[src/rtl/avaliador_partitura_pkg.sv]
// ============================================================================
// Module : avaliador_partitura_pkg
// Brief  : State codes and timing helper shared by the song-evaluation path.
// Rev    : 1.0 - initial release
// ============================================================================
`default_nettype none

package avaliador_partitura_pkg;

    localparam logic [3:0] c_OCIOSO    = 4'd0;
    localparam logic [3:0] c_LE_MEM    = 4'd1;
    localparam logic [3:0] c_DECIDE    = 4'd2;
    localparam logic [3:0] c_AGUARDA   = 4'd3;
    localparam logic [3:0] c_CAPTURA   = 4'd4;
    localparam logic [3:0] c_SEGURA    = 4'd5;
    localparam logic [3:0] c_PAUSA_MUS = 4'd6;
    localparam logic [3:0] c_AVALIA    = 4'd7;
    localparam logic [3:0] c_PROXIMO   = 4'd8;
    localparam logic [3:0] c_FIM       = 4'd9;

    // Absolute difference of two zero-extended beat counts.
    function automatic int unsigned dif_abs(input int unsigned a, input int unsigned b);
        return (a >= b) ? (a - b) : (b - a);
    endfunction

endpackage

`default_nettype wire

[src/rtl/avaliador_partitura_captura.sv]
// ============================================================================
// Module : captura_acorde
// Brief  : Chord-capture window timer plus OR-accumulating key-mask register.
// Rev    : 1.0 - initial release
// ============================================================================
`default_nettype none

module captura_acorde #(
    parameter int N_TECLAS = 12,
    parameter int JANELA   = 4
) (
    input  logic                clk,
    input  logic                rst_n,
    input  logic                i_limpa,
    input  logic                i_acumula,
    input  logic [N_TECLAS-1:0] i_botoes,
    output logic [N_TECLAS-1:0] o_mascara,
    output logic                o_janela_fim
);

    localparam int c_TMR_W = (JANELA > 1) ? $clog2(JANELA) : 1;

    logic [c_TMR_W-1:0]  r_tmr;
    logic [N_TECLAS-1:0] r_mascara;
    logic                w_janela_fim;

    assign w_janela_fim = (r_tmr == c_TMR_W'(JANELA - 1));

    // Clearing with accumulate set loads the first key-down directly.
    always_ff @(posedge clk or negedge rst_n) begin
        if (!rst_n) begin
            r_tmr     <= '0;
            r_mascara <= '0;
        end else if (i_limpa) begin
            r_tmr     <= '0;
            r_mascara <= i_acumula ? i_botoes : '0;
        end else if (i_acumula) begin
            r_mascara <= r_mascara | i_botoes;
            if (!w_janela_fim) r_tmr <= r_tmr + 1'b1;
        end
    end

    assign o_mascara    = r_mascara;
    assign o_janela_fim = w_janela_fim;

endmodule

`default_nettype wire

[src/rtl/avaliador_partitura.sv]
// ============================================================================
// Module : avaliador_partitura
// Brief  : Walks a song in note memory, guides the player and scores each step.
// Rev    : 1.0 - initial release
// ============================================================================
`default_nettype none

module avaliador_partitura
    import avaliador_partitura_pkg::*;
#(
    parameter int N_TECLAS    = 12,
    parameter int ADDR_W      = 5,
    parameter int DUR_W       = 4,
    parameter int TOL         = 1,
    parameter int CLOCK_FREQ  = 50_000_000,
    parameter int JANELA      = CLOCK_FREQ / 50,
    parameter int TIMEOUT_BAT = 8,
    parameter int MAX_ERROS   = 7
) (
    input  logic                           clock,
    input  logic                           reset,
    input  logic                           iniciar,
    input  logic                           pausa,
    input  logic                           tick_batida,
    input  logic [N_TECLAS-1:0]            botoes,
    input  logic [N_TECLAS-1:0]            mem_nota,
    input  logic [DUR_W-1:0]               mem_duracao,
    input  logic                           mem_fim,
    output logic [ADDR_W-1:0]              mem_addr,
    output logic [N_TECLAS-1:0]            leds_guia,
    output logic [ADDR_W:0]                acertos,
    output logic [$clog2(MAX_ERROS+1)-1:0] erros,
    output logic                           evento_acerto,
    output logic                           evento_erro,
    output logic                           ativo,
    output logic                           pronto,
    output logic                           falhou,
    output logic [3:0]                     db_estado
);

    localparam int c_ERR_W = $clog2(MAX_ERROS + 1);
    localparam int c_BAT_W = ($clog2(TIMEOUT_BAT + 1) > DUR_W + 1) ? $clog2(TIMEOUT_BAT + 1) : DUR_W + 1;

    logic [3:0]          r_estado, w_prox;
    logic [ADDR_W-1:0]   r_addr;
    logic [ADDR_W:0]     r_acertos;
    logic [c_ERR_W-1:0]  r_erros;
    logic [c_BAT_W-1:0]  r_bat;
    logic [DUR_W-1:0]    r_seg;
    logic                r_forca_erro, r_forca_acerto;
    logic                r_ev_acerto, r_ev_erro;
    logic                r_ativo, r_pronto, r_falhou;

    logic                w_tecla, w_limpa, w_acumula, w_janela_fim, w_acerto;
    logic                w_timeout, w_fim_pausa;
    logic [N_TECLAS-1:0] w_mascara;
    logic [DUR_W-1:0]    w_dur;

    assign w_tecla     = |botoes;
    assign w_dur       = (mem_duracao == '0) ? DUR_W'(1) : mem_duracao;
    assign w_timeout   = (r_bat == c_BAT_W'(TIMEOUT_BAT));
    assign w_fim_pausa = (r_bat == c_BAT_W'(w_dur));
    assign w_acerto    = !r_forca_erro &&
                         (r_forca_acerto ||
                          ((w_mascara == mem_nota) &&
                           (dif_abs(32'(r_seg), 32'(w_dur)) <= $unsigned(TOL))));

    assign w_limpa   = !pausa && (r_estado == c_AGUARDA);
    assign w_acumula = !pausa && w_tecla && ((r_estado == c_AGUARDA) || (r_estado == c_CAPTURA));

    captura_acorde #(
        .N_TECLAS (N_TECLAS),
        .JANELA   (JANELA)
    ) u_captura (
        .clk          (clock),
        .rst_n        (reset),
        .i_limpa      (w_limpa),
        .i_acumula    (w_acumula),
        .i_botoes     (botoes),
        .o_mascara    (w_mascara),
        .o_janela_fim (w_janela_fim)
    );

    always_ff @(posedge clock or negedge reset) begin
        if (!reset) r_estado <= c_OCIOSO;
        else        r_estado <= w_prox;
    end

    always_comb begin
        w_prox = r_estado;
        if (!pausa) begin
            case (r_estado)
                c_OCIOSO, c_FIM: if (iniciar) w_prox = c_LE_MEM;
                c_LE_MEM:        w_prox = c_DECIDE;
                c_DECIDE: begin
                    if (mem_fim)               w_prox = c_FIM;
                    else if (mem_nota == '0)   w_prox = c_PAUSA_MUS;
                    else                       w_prox = c_AGUARDA;
                end
                c_AGUARDA: begin
                    if (w_tecla)               w_prox = c_CAPTURA;
                    else if (w_timeout)        w_prox = c_AVALIA;
                end
                c_CAPTURA: begin
                    if (!w_tecla)              w_prox = c_AVALIA;
                    else if (w_janela_fim)     w_prox = c_SEGURA;
                end
                c_SEGURA:    if (!w_tecla) w_prox = c_AVALIA;
                c_PAUSA_MUS: if (w_tecla || w_fim_pausa) w_prox = c_AVALIA;
                c_AVALIA:    w_prox = c_PROXIMO;
                c_PROXIMO: begin
                    if ((r_erros == c_ERR_W'(MAX_ERROS)) || (r_addr == '1)) w_prox = c_FIM;
                    else                                                    w_prox = c_LE_MEM;
                end
                default:     w_prox = c_OCIOSO;
            endcase
        end
    end

    // Held time runs from the first key-down; a tick on the release cycle is dropped.
    always_ff @(posedge clock or negedge reset) begin
        if (!reset) begin
            r_addr         <= '0;
            r_acertos      <= '0;
            r_erros        <= '0;
            r_bat          <= '0;
            r_seg          <= '0;
            r_forca_erro   <= 1'b0;
            r_forca_acerto <= 1'b0;
            r_ev_acerto    <= 1'b0;
            r_ev_erro      <= 1'b0;
            r_ativo        <= 1'b0;
            r_pronto       <= 1'b0;
            r_falhou       <= 1'b0;
        end else begin
            r_ev_acerto <= 1'b0;
            r_ev_erro   <= 1'b0;
            if (!pausa) begin
                case (r_estado)
                    c_OCIOSO, c_FIM: begin
                        if (iniciar) begin
                            r_addr    <= '0;
                            r_acertos <= '0;
                            r_erros   <= '0;
                            r_pronto  <= 1'b0;
                            r_falhou  <= 1'b0;
                            r_ativo   <= 1'b1;
                        end
                    end
                    c_DECIDE: begin
                        r_bat          <= '0;
                        r_seg          <= '0;
                        r_forca_erro   <= 1'b0;
                        r_forca_acerto <= 1'b0;
                        if (mem_fim) begin
                            r_pronto <= 1'b1;
                            r_ativo  <= 1'b0;
                        end
                    end
                    c_AGUARDA: begin
                        if (w_tecla)          r_seg        <= tick_batida ? DUR_W'(1) : '0;
                        else if (w_timeout)   r_forca_erro <= 1'b1;
                        else if (tick_batida) r_bat        <= r_bat + 1'b1;
                    end
                    c_CAPTURA, c_SEGURA: begin
                        if (w_tecla && tick_batida && (r_seg != '1)) r_seg <= r_seg + 1'b1;
                    end
                    c_PAUSA_MUS: begin
                        if (w_tecla)          r_forca_erro   <= 1'b1;
                        else if (w_fim_pausa) r_forca_acerto <= 1'b1;
                        else if (tick_batida) r_bat          <= r_bat + 1'b1;
                    end
                    c_AVALIA: begin
                        if (w_acerto) begin
                            r_ev_acerto <= 1'b1;
                            if (r_acertos != '1) r_acertos <= r_acertos + 1'b1;
                        end else begin
                            r_ev_erro <= 1'b1;
                            r_erros   <= r_erros + 1'b1;
                        end
                    end
                    c_PROXIMO: begin
                        if (r_erros == c_ERR_W'(MAX_ERROS)) begin
                            r_falhou <= 1'b1;
                            r_pronto <= 1'b1;
                            r_ativo  <= 1'b0;
                        end else if (r_addr == '1) begin
                            r_pronto <= 1'b1;
                            r_ativo  <= 1'b0;
                        end else begin
                            r_addr <= r_addr + 1'b1;
                        end
                    end
                    default: ;
                endcase
            end
        end
    end

    assign mem_addr      = r_addr;
    assign leds_guia     = (!pausa && (r_estado == c_AGUARDA)) ? mem_nota : '0;
    assign acertos       = r_acertos;
    assign erros         = r_erros;
    assign evento_acerto = r_ev_acerto;
    assign evento_erro   = r_ev_erro;
    assign ativo         = r_ativo;
    assign pronto        = r_pronto;
    assign falhou        = r_falhou;
    assign db_estado     = r_estado;

endmodule

`default_nettype wire

[config.mk]
export PLATFORM = sky130hd
export DESIGN_NAME = avaliador_partitura
export DESIGN_NICKNAME = d
export VERILOG_FILES = /design/src/rtl/avaliador_partitura_pkg.sv /design/src/rtl/avaliador_partitura_captura.sv /design/src/rtl/avaliador_partitura.sv
export SDC_FILE = /design/constraint.sdc
export NUM_CORES = 1
export LEC_CHECK = 0
export CORE_MARGIN = 5
export CORE_UTILIZATION = 55
export DETAILED_ROUTE_END_ITERATION = 16
export PLACE_DENSITY_LB_ADDON = 0.2
export SLEW_MARGIN = 20
export SYNTH_ARGS = -nofsm -noshare
export SYNTH_HDL_FRONTEND = slang
export SYNTH_SLANG_ARGS = --single-unit
export TNS_END_PERCENT = 10
[constraint.sdc]
create_clock -name clock -period 4.5 [get_ports clock]
set_input_delay 0.675 -clock clock [delete_from_list [all_inputs] [get_ports clock]]
set_output_delay 0.675 -clock clock [all_outputs]
set_load 0.01 [all_outputs]
**After elaboration in Yosys (flattened, before gate mapping)**

Index checks and enable logic that the tools add are counted.

- $lt $le $gt $ge: 2
- $add $sub $neg: 8
- Reduce and logical (&&, ||, !) cells: 37
- Bitwise gates (word level): 2
- Muxes and demuxes: 66
- Eq/ne operators: 40

Operators with widths:

| kind | number |
|---|---|
| two-way mux 20 bit | 3 |
| two-way mux 12 bit | 4 |
| two-way mux 4 bit | 12 |
| two-way mux 5 bit | 8 |
| inequality test 2 bit (second input constant) | 19 |
| case mux 4 bit (9 select lines) | 1 |
| <= comparator 32 x 1 -> 1 bit (second input constant) | 1 |
| two-way mux 32 bit | 1 |
| two-way mux 1 bit | 21 |
| adder 20 x 1 -> 20 bit (second input constant) | 1 |
| equality test 20 bit (second input constant) | 1 |
| AND reduction 5 bit | 4 |
| two-way mux 6 bit | 3 |
| equality test 4 x 3 -> 1 bit (second input constant) | 4 |
| AND reduction 4 bit | 4 |
| case mux 5 bit (3 select lines) | 1 |
| equality test 12 bit | 1 |
| logical NOT 12 bit | 1 |
| OR 12 bit | 1 |
| case mux 4 bit (3 select lines) | 1 |
| case mux 6 bit (2 select lines) | 1 |
| AND reduction 6 bit | 2 |
| OR reduction 12 bit | 1 |
| adder 5 x 1 -> 5 bit (second input constant) | 2 |
| 31 further kinds | 57 |

- Register bits after elaboration: 66
- Logic and storage cells: 170
- Input bits: 34

**Logic depth before layout (Yosys ltp)**

Gate-level depths: netlist of the first run.

- Word-level depth: 11
- Gate-level depth with buffers: 11

**By module**

From an unflattened synthesis of the first run, not the netlist that was laid out.

- Cells, all modules: 512
- Area total of the unflattened synthesis: 4424.2 µm²

By module, submodules not included:

| module | cells an instance | area each (µm²) | instances | sequential area each (µm²) |
|---|---|---|---|---|
| avaliador_partitura | 337 | 2847.7 | 1 | 850.8 |
| captura_acorde | 175 | 1576.5 | 1 | 800.8 |

**Worst setup path after synthesis of the first run**

No wires, ideal clock.

- Path type: input to register
- Start: input port mem_duracao[2]
- End: register r_erros[0] (netlist: erros[0])
- Stages on the path: 11
- Required time: 4.355 ns
- Setup time: 0.145 ns
- Data arrival time: 2.983 ns
- Path buffers: 0
- Slack: 1.372 ns
- Path through: nor3_1 or2_2 ha_1 inv_1 fa_1 nor2b_1 a2111oi_0 o21a_1 o21ai_1 o311ai_1 mux2i_1

- Cells in the longest elaborated chain, start to end: 10
- Elaborated cells between the ends (all ways): 12
- Classes of those cells: 2 x add/sub; 2 x order compare; 1 x eq/ne; 2 x mux; 5 x reduce/logical

Ends and longest elaborated chain:

| element | line | text |
|---|---|---|
| from (decl) | avaliador_partitura.sv:27 | `input logic [DUR_W-1:0] mem_duracao,` |
| logical NOT 4 bit | avaliador_partitura.sv:60 | `assign w_dur = (mem_duracao == '0) ? DUR_W'(1) : mem_duracao;` |
| two-way mux 4 bit (*) | avaliador_partitura.sv:60 |  |
| subtractor 4 x 4 -> 5 bit / greater-or-equal comparator 4 bit (equally long branches) | avaliador_partitura_pkg.sv:23 | `return (a >= b) ? (a - b) : (b - a);` |
| two-way mux 32 bit (*) | avaliador_partitura_pkg.sv:23 |  |
| <= comparator 32 x 1 -> 1 bit (*) | avaliador_partitura.sv:66 | `(dif_abs(32'(r_seg), 32'(w_dur)) <= $unsigned(TOL))));` |
| logical AND 1 bit (*) | avaliador_partitura.sv:65 | `((w_mascara == mem_nota) &&` |
| logical OR 1 bit (*) | avaliador_partitura.sv:64 | `(r_forca_acerto \|\|` |
| logical AND 1 bit (*) | avaliador_partitura.sv:63 | `assign w_acerto = !r_forca_erro &&` |
| inequality test 2 bit (no source line) (*) | n/a |  |
| AND reduction 4 bit (no source line) (*) | n/a |  |
| to (signal assigned) | avaliador_partitura.sv:179 | `r_erros <= r_erros + 1'b1;` |
| to (decl) | avaliador_partitura.sv:47 | `logic [c_ERR_W-1:0] r_erros;` |

Mark *: on every way between the ends. The rest lies on a longest branch, timed or not.
A chain may end at the register's enable or synchronous reset.

**Worst setup path after layout of the first run**

Same ends and word-level chain as after synthesis.

==> flow_metrics.env, run 1 <==
export IMPL_grt_pass1_vias=3811
export IMPL_fin_util=0.6862
export IMPL_hp_class="input port to asynchronous set/reset pin"
export IMPL_grt_pass1_wl_um=18190
export IMPL_dr_pass1_iters=7
export IMPL_ys_ff_latch=66
export IMPL_path_max_fanout=6
export IMPL_cap_viol_max_count=0
export IMPL_min_period_ns=3.835
export IMPL_pwr_share_comb=0.440
export IMPL_synth_most_common_cell="dfrtp_1"
export IMPL_cts_sinks=66
export IMPL_ant_nets=0
export IMPL_clock_path_buffers=2
export IMPL_cts_root_buf="clkbuf_8"
export IMPL_setup_viol=0
export IMPL_max_stage_delay_ns=0.55
export IMPL_async_flop_share=1.000
export IMPL_vias_per_cell=5.912
export IMPL_hold_viol=0
export IMPL_finalHoldWorstSlack_ns=0.3664
export IMPL_cts_made_buffers=9
export IMPL_syn_area_per_cell_um2=9.131
export IMPL_syn2layout_area_growth_pct=20.98
export IMPL_grt_antenna_before_repair=0
export IMPL_status="completed"
export IMPL_h_tree_depth=3
export IMPL_synthTopCellsByArea="dfrtp_1 38%, xnor2_1 6.6%, ha_1 4.9%"
export IMPL_ir_worst_vdd_v=0.0002797
export IMPL_p_leak_nw=2.137
export IMPL_pin_count=69
export IMPL_seq_power_share=0.384
export IMPL_slew_headroom=0.4578
export IMPL_crit_type="input port to flip-flop"
export IMPL_fin_tns_setup_ns=0
export IMPL_wl_um=10700
export IMPL_syn_nets=533
export IMPL_coreArea_um2=7727
export IMPL_finalNonFillerCells=651
export IMPL_drive_gt1_frac=0.06740
export IMPL_cp_arrival_ns=4.05
export IMPL_r2r_end="erros[0]"
export IMPL_cts_setup_buffers=0
export IMPL_p_sw_w=0.001080
export IMPL_design_die_area_um2=9855
export IMPL_die_width_um=99.27
export IMPL_finalMaxSlewViolations=0
export IMPL_rr_worst_depth=10
export IMPL_rows=32
export IMPL_via_count=3849
export IMPL_fin_worst_skew_ns=0.01421
export IMPL_drc=0
export IMPL_yosysWarnings=0
export IMPL_post_route_period_util=0.8522
export IMPL_hpwlAfterDp_um=7988
export IMPL_netlist_area_leader_share=0.3768
export IMPL_critPathBufInv=2
export IMPL_reg2reg_from="r_seg[0]"
export IMPL_synth_top_area_cell="dfrtp_1"
export IMPL_portBuffers=68
export IMPL_grt_max_degree=38
export IMPL_die_h_um=99.27
export IMPL_track_usage=0.2258
export IMPL_rrSetupSlack_ns=1.44
export IMPL_synth_edf_count=0
export IMPL_cts_resized=0
export IMPL_powerDensity_nw_per_um2=492.2
export IMPL_p_clk_frac=0.176
export IMPL_fmax_ghz=0.2608
export IMPL_clk_pin_slew_ns=0.08
export IMPL_cts_tree="built"
export IMPL_synth_distinct_cells=71
export IMPL_cp_start_kind="input port"
export IMPL_gp_congestion=0.8678
export IMPL_postSynthCellCount=480
export IMPL_rsz0062_at_grt="no"
export IMPL_drtIter0Drc=246
export IMPL_syn_area_um2=4383
export IMPL_p_int_w=0.001529
export IMPL_wl_per_cell_um=16.43
export IMPL_num_antenna_cells=0
export IMPL_synthFlopType="dfrtp_1"
export IMPL_design_area_um2=5303
export IMPL_insertion_delay_ns=0.35
export IMPL_nets=597
export IMPL_post_dp_cell_area_um2=5124
export IMPL_dp_cells=635
export IMPL_hold_buffers=0
export IMPL_endpoint_kind="flip-flop"
export IMPL_overflow=0
export IMPL_required_ns=4.71
export IMPL_swShare=0.4139
export IMPL_tightestPinTransition_ns=0.8072
export IMPL_synth_common_cells="66 x dfrtp_1, 49 x nor2_1, 33 x inv_1, 33 x xnor2_1, 25 x nand2_1"
export IMPL_initial_utilization=0.5672
export IMPL_cp_slowest_cell="o311ai_1"
export IMPL_ys_seq_area_frac=0.3768
export IMPL_cp_top_family="compound AO/OA/AOI/OAI gates"
export IMPL_crit_chain="clkdlybuf4s50_1 -> nor3_1 -> or2_2 -> ha_1 -> inv_1 -> fa_1 -> nor2b_1 -> a2111oi_0 -> o21a_1 -> o21ai_1 -> o311ai_1 -> mux2i_1"
-- routing by layer --
metal,wire (um),part of all wire,up-vias,global-route usage
met5,0,0,-,0
met2,5252,0.49,119,0.3729
li1,-,-,1873,-
met1,4625,0.43,1837,0.2924
met3,598,0.056,20,0.05891
met4,222,0.021,0,0.06723
-- cell usage in the layout (no fill, tap or decap), types with 3 or more instances in the layout --
cell type | synthesis | final
clkdlybuf4s50_1 | 0 | 67
dfrtp_1 | 66 | 66
nor2_1 | 49 | 49
inv_1 | 33 | 33
xnor2_1 | 33 | 33
nand2_1 | 25 | 25
o21ai_0 | 19 | 19
a21oi_1 | 18 | 18
nor3_1 | 17 | 17
ha_1 | 17 | 17
a22o_1 | 14 | 14
and2_1 | 13 | 13
nand3_1 | 12 | 12
nand4_1 | 10 | 10
clkbuf_8 | 0 | 10
nor4_1 | 10 | 9
mux2i_1 | 9 | 9
nand2b_1 | 8 | 8
o31ai_1 | 8 | 8
or2_2 | 7 | 7
xor2_1 | 6 | 6
o21a_1 | 5 | 5
o32ai_1 | 5 | 5
a2111oi_1 | 5 | 5
and3_1 | 4 | 4
a31oi_1 | 4 | 4
o22ai_1 | 4 | 4
a211oi_1 | 4 | 4
nor2b_1 | 3 | 3
o221ai_1 | 3 | 3
nand4b_1 | 3 | 3
nor3b_1 | 3 | 3
clkinvlp_4 | 0 | 3
buf_4 | 1 | 3
-- final cells by class --
type                            instances  area (um^2)
Timing Repair Buffer                   71        698.2
Clock inverter                          6        41.29
Multi-Input combinational cell        363         2522
Sequential cell                        66         1652
Inverter                               33        123.9
Tap cell                              102        127.6
Clock buffer                           10        137.6
Fill cell                             643         2425
-- sequential cells by signal (all words and copies together) (netlist names) --
signal	count
u_captura.r_tmr	20
u_captura.o_mascara	12
db_estado	4
ativo	1
mem_addr	5
r_forca_erro	1
evento_erro	1
pronto	1
erros	3
r_seg	4
falhou	1
r_bat	5
evento_acerto	1
acertos	6
r_forca_acerto	1
-- worst max-delay path by stage --
stage / startpoint / end / slack, ns / cells after the start
after floorplan: mem_duracao[2] / erros[0] / 1.37 / 11
after global placement: mem_duracao[1] / erros[1] / 0.59 / 12
after detailed placement: mem_duracao[2] / erros[0] / 0.35 / 12
after CTS: mem_duracao[2] / erros[0] / 0.74 / 12
after global routing: mem_duracao[1] / erros[0] / 0.48 / 12
final: mem_duracao[2] / erros[0] / 0.67 / 12
-- cells by family after synthesis --
logic type / after synthesis / synth area share
mux: 10 / 0.02312
fa+ha+maj: 20 / 0.05995
compound gates: 114 / 0.1918
simple gates: 180 / 0.2212
xor+xnor: 39 / 0.07793
buf+inv: 51 / 0.04910
flops: 66 / 0.3768
-- per-stage QoR --
stage | power [W] | setup slack [ns]
after floorplan | 0.001773 | 1.372
after global placement | 0.002110 | 0.5860
after detailed placement | 0.002154 | 0.3550
after CTS | 0.002617 | 0.7401
after global routing | 0.002810 | 0.4775
final | 0.002610 | 0.6650
-- power groups by stage --
stage	Sequential [W]	Combinational (W)	Clock, W
2_1_floorplan	0.000923	0.000849	0
3_3_place_gp	0.00100	0.00111	0
3_5_place_dp	0.00101	0.00114	0
4_1_cts	0.000998	0.00115	0.000467
5_1_grt	0.00103	0.00128	0.000499
6_report	0.00100	0.00115	0.000459
-- worst reg2reg max path, stage by stage (launching register included) --
cell	delay [ns]
dfrtp_1	0.42
inv_1	0.13
ha_1	0.20
inv_1	0.07
fa_1	0.39
nor2b_1	0.15
a2111oi_0	0.48
o21a_1	0.21
o21ai_1	0.18
o311ai_1	0.55
mux2i_1	0.15
Power figures use the tool's default switching activity.
==> run 2: changes to the inputs <==
--- a/config.mk
+++ b/config.mk
@@ -7,8 +7,10 @@
 export LEC_CHECK = 0
 export CORE_MARGIN = 5
 export CORE_UTILIZATION = 55
+export CTS_BUF_LIST = sky130_fd_sc_hd__clkbuf_8 sky130_fd_sc_hd__clkbuf_16
+export CTS_CLUSTER_SIZE = 25
 export DETAILED_ROUTE_END_ITERATION = 16
-export PLACE_DENSITY_LB_ADDON = 0.2
+export PLACE_DENSITY = 0.81
 export SLEW_MARGIN = 20
 export SYNTH_ARGS = -nofsm -noshare
 export SYNTH_HDL_FRONTEND = slang
==> flow_metrics.env, run 2 (synthesis results as in run 1) <==
export IMPL_status="completed"
export IMPL_clock_path_buffers=2
export IMPL_cts_resized=0
export IMPL_top_register="u_captura.r_tmr"
export IMPL_h_tree_depth=3
export IMPL_drc=0
export IMPL_portBuffers=68
export IMPL_grt_pass1_vias=4146
export IMPL_cap_viol_max_count=0
export IMPL_powerDensity_nw_per_um2=502.9
export IMPL_grt_pass1_wl_um=18350
export IMPL_ir_worst_vdd_v=0.0002166
export IMPL_cts_made_buffers=9
export IMPL_endpoint_kind="flip-flop"
export IMPL_largest_register_ff_count=20
export IMPL_hold_viol=0
export IMPL_setup_viol=0
export IMPL_pin_count=69
export IMPL_cp_arrival_ns=3.89
export IMPL_rsz0062_at_grt="no"
export IMPL_wl_um=10690
export IMPL_pwr_share_comb=0.430
export IMPL_nets=597
export IMPL_p_clk_frac=0.196
export IMPL_drtIter0Drc=267
export IMPL_wl_per_cell_um=16.41
export IMPL_min_period_ns=3.680
export IMPL_coreArea_um2=7727
export IMPL_required_ns=4.71
export IMPL_die_width_um=99.27
export IMPL_design_die_area_um2=9855
export IMPL_p_sw_w=0.001088
export IMPL_insertion_delay_ns=0.34
export IMPL_drive_gt1_frac=0.06740
export IMPL_path_max_fanout=6
export IMPL_ant_nets=0
export IMPL_swShare=0.4056
export IMPL_hp_class="input port to asynchronous set/reset pin"
export IMPL_final_cell_mix="67 x clkdlybuf4s50_1, 66 x dfrtp_1, 49 x nor2_1"
export IMPL_fin_total_pwr_w=0.002683
export IMPL_cts_setup_buffers=0
export IMPL_slew_headroom=0.4693
export IMPL_cts_sinks=66
export IMPL_overflow=0
export IMPL_cts_root_buf="clkbuf_8"
export IMPL_vias_per_cell=5.983
export IMPL_grt_antenna_before_repair=0
export IMPL_initial_utilization=0.5672
export IMPL_hold_buffers=0
export IMPL_grt_max_degree=35
export IMPL_fin_worst_skew_ns=0.008337
export IMPL_p_leak_nw=2.162
export IMPL_fill_cells=591
export IMPL_hpwlAfterDp_um=7867
export IMPL_layout_commonest_cell="clkdlybuf4s50_1"
export IMPL_clk_pin_slew_ns=0.08
export IMPL_syn2layout_area_growth_pct=21.70
export IMPL_post_route_period_util=0.8179
export IMPL_seq_power_share=0.374
export IMPL_fin_tns_setup_ns=0
export IMPL_cts_tree="built"
export IMPL_p_int_w=0.001595
export IMPL_finalMaxSlewViolations=0
export IMPL_gp_congestion=0.8819
export IMPL_fmax_ghz=0.2717
export IMPL_crit_type="input port to flip-flop"
export IMPL_via_count=3895
export IMPL_rows=32
export IMPL_num_antenna_cells=0
export IMPL_track_usage=0.2245
export IMPL_cp_start_kind="input port"
export IMPL_tightestPinTransition_ns=0.7899
export IMPL_die_h_um=99.27
export IMPL_dr_pass1_iters=5
## run 2: cell types whose count changed in the layout (fill, tap and decap cells not counted), sizes merged
cell,before,now
bufinv,0,1
clkinvlp,3,0
inv,34,36
## run 2: metrics by stage
| stage | hold slack, ns | area [um^2] | utilization | cells | setup slack (ns) |
|---|---|---|---|---|---|
| finish | 0.4088 | 5334 | 0.6903 | 651 | 0.8195 |
| global route | 0.4749 | 5334 | 0.6903 | 651 | 0.4856 |
| CTS | 0.4237 | 5334 | 0.6903 | 651 | 0.8366 |
| detailed placement | 0.5000 | 5124 | 0.6631 | 635 | 0.4705 |
| global placement | 0.4837 | 5124 | 0.6631 | 635 | 0.5981 |
| floorplan | 0.3794 | 4383 | - | 480 | 1.372 |
## run 2: worst paths after layout
path                                start             endpoint  slack, ns  depth (start not counted)
setup / recovery           mem_duracao[1]             erros[2]       0.82                         12
min in group clock                  ativo                ativo       0.51                          2
setup reg to reg                 r_seg[0]             erros[2]       1.58                         10
max in group asynchronous           reset  u_captura.r_tmr[18]       3.17                          2
hold / removal                      reset        evento_acerto       0.41                          1
hold reg to reg                     ativo                ativo       0.51                          2
## run 2: power groups by stage
stage / registers [W] / clock network (W) / logic (W)
final: 0.00100 / 0.000526 / 0.00115
after CTS: 0.000999 / 0.000534 / 0.00115
after detailed placement: 0.00101 / 0 / 0.00115
after floorplan: 0.000923 / 0 / 0.000849
after global routing: 0.00103 / 0.000564 / 0.00129
after global placement: 0.00100 / 0 / 0.00110
## run 2: per-layer routing
layer / up-vias / global-route usage / wire (um)
li1: 1878 / - / -
met1: 1852 / 0.2820 / 4597
met2: 145 / 0.3791 / 5097
met3: 20 / 0.04348 / 777
met4: 0 / 0.09244 / 213
met5: - / 0 / 0
## run 2: area by class of cell
| class | instances | area [um^2] | share of cell area |
|---|---|---|---|
| multi-input combinational | 363 | 2522 | 0.4729 |
| sequential | 66 | 1652 | 0.3096 |
| timing repair buffer | 71 | 698.2 | 0.1309 |
| clock buffer | 10 | 137.6 | 0.02580 |
| tap | 102 | 127.6 | 0.02393 |
| inverter | 33 | 123.9 | 0.02322 |
| clock inverter | 6 | 72.57 | 0.01361 |
## run 2: critical path, stage by stage
cell and delay, ns:
clkdlybuf4s50_1 0.49, nor3_1 0.32, or2_2 0.18, ha_1 0.17, inv_1 0.06, fa_1 0.38
nor2b_1 0.14, a2111oi_0 0.40, o21a_1 0.20, o21ai_1 0.17, o311ai_1 0.56, o22ai_1 0.14
